### src/rtl/fp_mult_sequencer.sv
// fp_mult_sequencer: issue/retire wrapper holding operands on an external FP multiplier for MUL_CYCLES cycles
module fp_mult_sequencer #(
    parameter int MUL_CYCLES = 2,
    parameter int DEST_W     = 5
) (
    input  logic              clk,
    input  logic              reset,
    input  logic              in_valid,
    output logic              in_ready,
    input  logic [31:0]       in_a,
    input  logic [31:0]       in_b,
    input  logic [DEST_W-1:0] in_dest,
    output logic [31:0]       mul_a,
    output logic [31:0]       mul_b,
    input  logic [31:0]       mul_result,
    input  logic              mul_overflow,
    input  logic              mul_underflow,
    output logic              out_valid,
    input  logic              out_ready,
    output logic [31:0]       out_result,
    output logic [DEST_W-1:0] out_dest,
    output logic              out_overflow,
    output logic              out_underflow,
    input  logic              flags_clear,
    output logic              flag_overflow,
    output logic              flag_underflow,
    output logic              busy
);
    typedef enum logic [1:0] {IDLE, EXEC, DONE} state_t;
    state_t state, state_n;
    logic [3:0] cnt;
    logic accept, capture;
    assign in_ready  = (state == IDLE) | ((state == DONE) & out_ready);
    assign accept    = in_valid & in_ready;
    assign capture   = (state == EXEC) & (cnt == 4'd0);
    assign out_valid = state == DONE;
    assign busy      = state != IDLE;
    always_comb begin
        state_n = state;
        case (state)
            IDLE:    state_n = accept ? EXEC : IDLE;
            EXEC:    state_n = capture ? DONE : EXEC;
            DONE:    state_n = out_ready ? (in_valid ? EXEC : IDLE) : DONE;
            default: state_n = IDLE;
        endcase
    end
    always_ff @(posedge clk) begin
        if (reset) begin
            state          <= IDLE;
            cnt            <= 4'd0;
            mul_a          <= 32'd0;
            mul_b          <= 32'd0;
            out_result     <= 32'd0;
            out_dest       <= '0;
            out_overflow   <= 1'b0;
            out_underflow  <= 1'b0;
            flag_overflow  <= 1'b0;
            flag_underflow <= 1'b0;
        end else begin
            state <= state_n;
            if (accept) begin
                mul_a    <= in_a;
                mul_b    <= in_b;
                out_dest <= in_dest;
                cnt      <= 4'(MUL_CYCLES - 1);
            end else if (state == EXEC && cnt != 4'd0) begin
                cnt <= cnt - 4'd1;
            end
            if (capture) begin
                out_result    <= mul_result;
                out_overflow  <= mul_overflow;
                out_underflow <= mul_underflow;
            end
            // clear takes effect before the newly captured op's flags are merged
            flag_overflow  <= (flag_overflow & ~flags_clear) | (capture & mul_overflow);
            flag_underflow <= (flag_underflow & ~flags_clear) | (capture & mul_underflow);
        end
    end
endmodule

### config.mk
export PLATFORM = sky130hd
export DESIGN_NAME = fp_mult_sequencer
export DESIGN_NICKNAME = d
export VERILOG_FILES = /design/src/rtl/fp_mult_sequencer.sv
export SDC_FILE = /design/constraint.sdc
export NUM_CORES = 1
export LEC_CHECK = 0
export ABC_AREA = 1
export CAP_MARGIN = 20
export CELL_PAD_IN_SITES_DETAIL_PLACEMENT = 0
export CELL_PAD_IN_SITES_GLOBAL_PLACEMENT = 1
export CORE_AREA = 4 4 131 120
export DETAILED_ROUTE_END_ITERATION = 6
export DIE_AREA = 0 0 135 124
export GPL_TIMING_DRIVEN = 0
export HOLD_SLACK_MARGIN = 0.06
export PLACE_DENSITY = 0.88
export SYNTH_ARGS = -nofsm -noshare
export SYNTH_HDL_FRONTEND = slang
export SYNTH_SLANG_ARGS = --single-unit
export TNS_END_PERCENT = 30
### constraint.sdc
create_clock -name clk -period 1.85 [get_ports clk]
set_input_delay 0.37 -clock clk [delete_from_list [all_inputs] [get_ports clk]]
set_output_delay 0.37 -clock clk [all_outputs]
set_load 0.01 [all_outputs]
==> impl_metrics.tcl, run 1 <==
set metrics [dict create \
    dp_hpwl_mm 10.1 \
    synth_top_area_share_pct 54.5 \
    synth_top_family_by_area "simple AND/OR/NAND/NOR gates" \
    synth_largest_area_cell "dfxtp_1" \
    ios 216 \
    synth_edf_count 0 \
    die-area_mm2 0.0167 \
    die_h_um 124 \
    numCtsBuffers 9 \
    initial_core_util_pct 28.2 \
    synth_fa_ha_area_share_pct 0.613 \
    nets 847 \
    syn_inst 511 \
    row_count 42 \
    p_comb_share_pct 21.9 \
    first_pass_iters 4 \
    worstPathMaxFanout 2 \
    clock_power_share_pct 31.2 \
    io_buffers 213 \
    multi_input_area_mm2 0.00161 \
    rsz0062_at_grt "false" \
    routed_wl_mm 13.9 \
    ant_nets 0 \
    clock-sinks 111 \
    synth_xor_area_share_pct 0.215 \
    switching_share_pct 27.1 \
    drtIter0Drc 178 \
    synthSimpleGateAreaFrac_pct 24.5 \
    p_per_area_mw_per_mm2 843 \
    crit_type "input pin to output port" \
    fin_cells 938 \
    tightest_slew_ps 544 \
    grt_pass1_wl_mm 21.0 \
    p_leak_nw 2.58 \
    wl_per_cell_um 14.8 \
    cts.path.max_buffers 2 \
    drv_cap 0 \
    setup_viol 0 \
    netSwitchingPower_w 0.00154 \
    slew_headroom_pct 63.7 \
    grt_remaining_overflow 0 \
    fillers 1431 \
    synth_warnings 0 \
    synth-seq-area-share_pct 54.5 \
    ys_top_cells_by_count "dfxtp_1 (111), nand2_1 (90), a21oi_1 (79)" \
    cts.root.buffer_cell "clkbuf_16" \
    via_per_inst 4.45 \
    max_freq_mhz 560 \
    place_congestion 0.749 \
    finalHoldWorstSlack_ps 460 \
    crit_arrival_ps 1420 \
    synth_area_per_cell_um2 7.98 \
    synth_nets 621 \
    p_int_w 0.00414 \
    cts_tree "done" \
    end_kind "output port" \
    synthArstFlopShare_pct 0 \
    vias 4178 \
    cts.clk_slew.worst_paths_ps 70 \
    ys_ff_latch 111 \
    p_seq_share_pct 46.9 \
    grt_usage_pct 16.0 \
    seqCellArea_mm2 0.00222 \
    place_inst 922 \
    fin_crit_sh_pct 96.5 \
    cp-start-kind "input pin" \
    fin_skew_ps 5.64 \
    drive_gt1_share_pct 7.43 \
    hold_path_class "flip-flop to flip-flop" \
    antenna_found_initial 0 \
    synth.most_common_cell "dfxtp_1" \
    die_x_um 135 \
    syn2layout_area_growth_pct 65.1 \
    core_area_mm2 0.0145 \
    htreeDepth 3 \
    synth_area_mm2 0.00408 \
    fin_crit_ps 1790 \
    slew_violations 0 \
    hold_buffers 0 \
    clock_latency_ps 350 \
    drcViolationCount 0 \
    setup_tns_ps 0 \
    yosysUniqueCellTypes 20 \
    synthTopCellsByArea "dfxtp_1 (54%), a21oi_1 (9.7%), nand3_1 (8.7%)" \
    synth-main-ff-cell "dfxtp_1" \
    grt_max_degree 17 \
    crit_required_ps 1480 \
    antenna_cells 0 \
    peakVddDrop_mv 0.481 \
    outcome "finished, final reports clean" \
    synthMuxAreaShare_pct 0 \
    finalHoldViolations 0 \
    grt_pass1_vias 4126 \
    synth_compound_area_share_pct 14.0 \
]
## sequential cells by signal (all words and copies together), names as in the netlist
signal / count
state: 2
mul_a: 32
mul_b: 32
out_underflow: 1
out_dest: 5
flag_underflow: 1
cnt: 4
out_overflow: 1
out_result: 32
flag_overflow: 1
## final cells by class
cell class,instances,share of cell area [%]
well taps,198,3.68
plain buffers,40,3.20
multi-input cells,349,23.9
flip-flops and latches,111,33.0
repair buffers,215,31.9
inverters,11,0.613
clock inverters,4,0.372
clock buffers,10,3.40
## worst max-delay path, stage by stage
cell	delay, ps
clkdlybuf4s50_1	500
inv_2	60
a21oi_4	150
buf_6	120
clkdlybuf4s15_2	210
## per-layer routing
metal  wire length, um  GRT usage, %  part of all wire [%]
met1              6070          19.0                    44
met5                 0             0                     0
met4               214          5.35                   1.5
met3              1560          7.63                    11
met2              6050          25.7                    44
## cell usage in the layout (no fill, tap or decap), drive strengths merged, types with 11 or more instances in the layout
master / count
clkbuf: 24
nand3: 72
o21ai: 32
clkdlybuf4s50: 210
nor2: 70
buf: 28
inv: 11
nand2: 92
dfxtp: 111
a21oi: 80
## stage by stage
stage	power, W	worst slack, ps	utilization (%)	area [um2]
after detailed placement	0.00396	-717	44.7	6460
after CTS	0.00578	-4.49	46.6	6730
after global placement	0.00395	-694	44.7	6460
after floorplan	0.00323	600	-	4080
final	0.00568	64.5	46.6	6730
after global routing	0.00598	15.1	46.6	6730
## kinds of logic after synthesis
kind of cell	count (synthesis)
and+or+nand+nor	234
DFF	111
buffers and inverters	51
xor gates and xnor gates	1
AOI/OAI and AO/OA	112
adders and majority gates	2
## timing repair
action | 4_1_cts | 5_1_grt
pin swaps | 1 | 1
setup endpoints to repair | 3 | 1
resized for setup | 8 | 1
buffers inserted | 2 | 0
## final timing paths
kind | startpoint | endpoint | slack (ps) | cells after the start
max | out_ready | in_ready | 60 | 5
min | mul_b[8]$_SDFFE_PP0P_ | mul_b[8]$_SDFFE_PP0P_ | 460 | 2
max reg2reg | cnt[0]$_SDFFE_PP0P_ | out_result[16]$_SDFFE_PP0N_ | 380 | 7
min reg2reg | mul_b[8]$_SDFFE_PP0P_ | mul_b[8]$_SDFFE_PP0P_ | 460 | 2
## power by group through the flow
stage | clock, W | combinational (W) | sequential (W)
2_1_floorplan | 0 | 0.000438 | 0.00279
3_3_place_gp | 0 | 0.00124 | 0.00271
3_5_place_dp | 0 | 0.00125 | 0.00271
4_1_cts | 0.00185 | 0.00126 | 0.00266
5_1_grt | 0.00194 | 0.00136 | 0.00269
6_report | 0.00177 | 0.00124 | 0.00266
Power figures use the tool's default switching activity.
==> run 2, diff against run 1 <==
Settings changed: SLEW_MARGIN set to 20.
==> results of run 2 <==
The final DEF is identical to that of run 1; final timing and power are the same.
==> run 3, diff against run 2 <==
Settings changed: CTS_CLUSTER_DIAMETER set to 100.
==> results of run 3 <==
The final DEF is identical to that of run 1; final timing and power are the same.
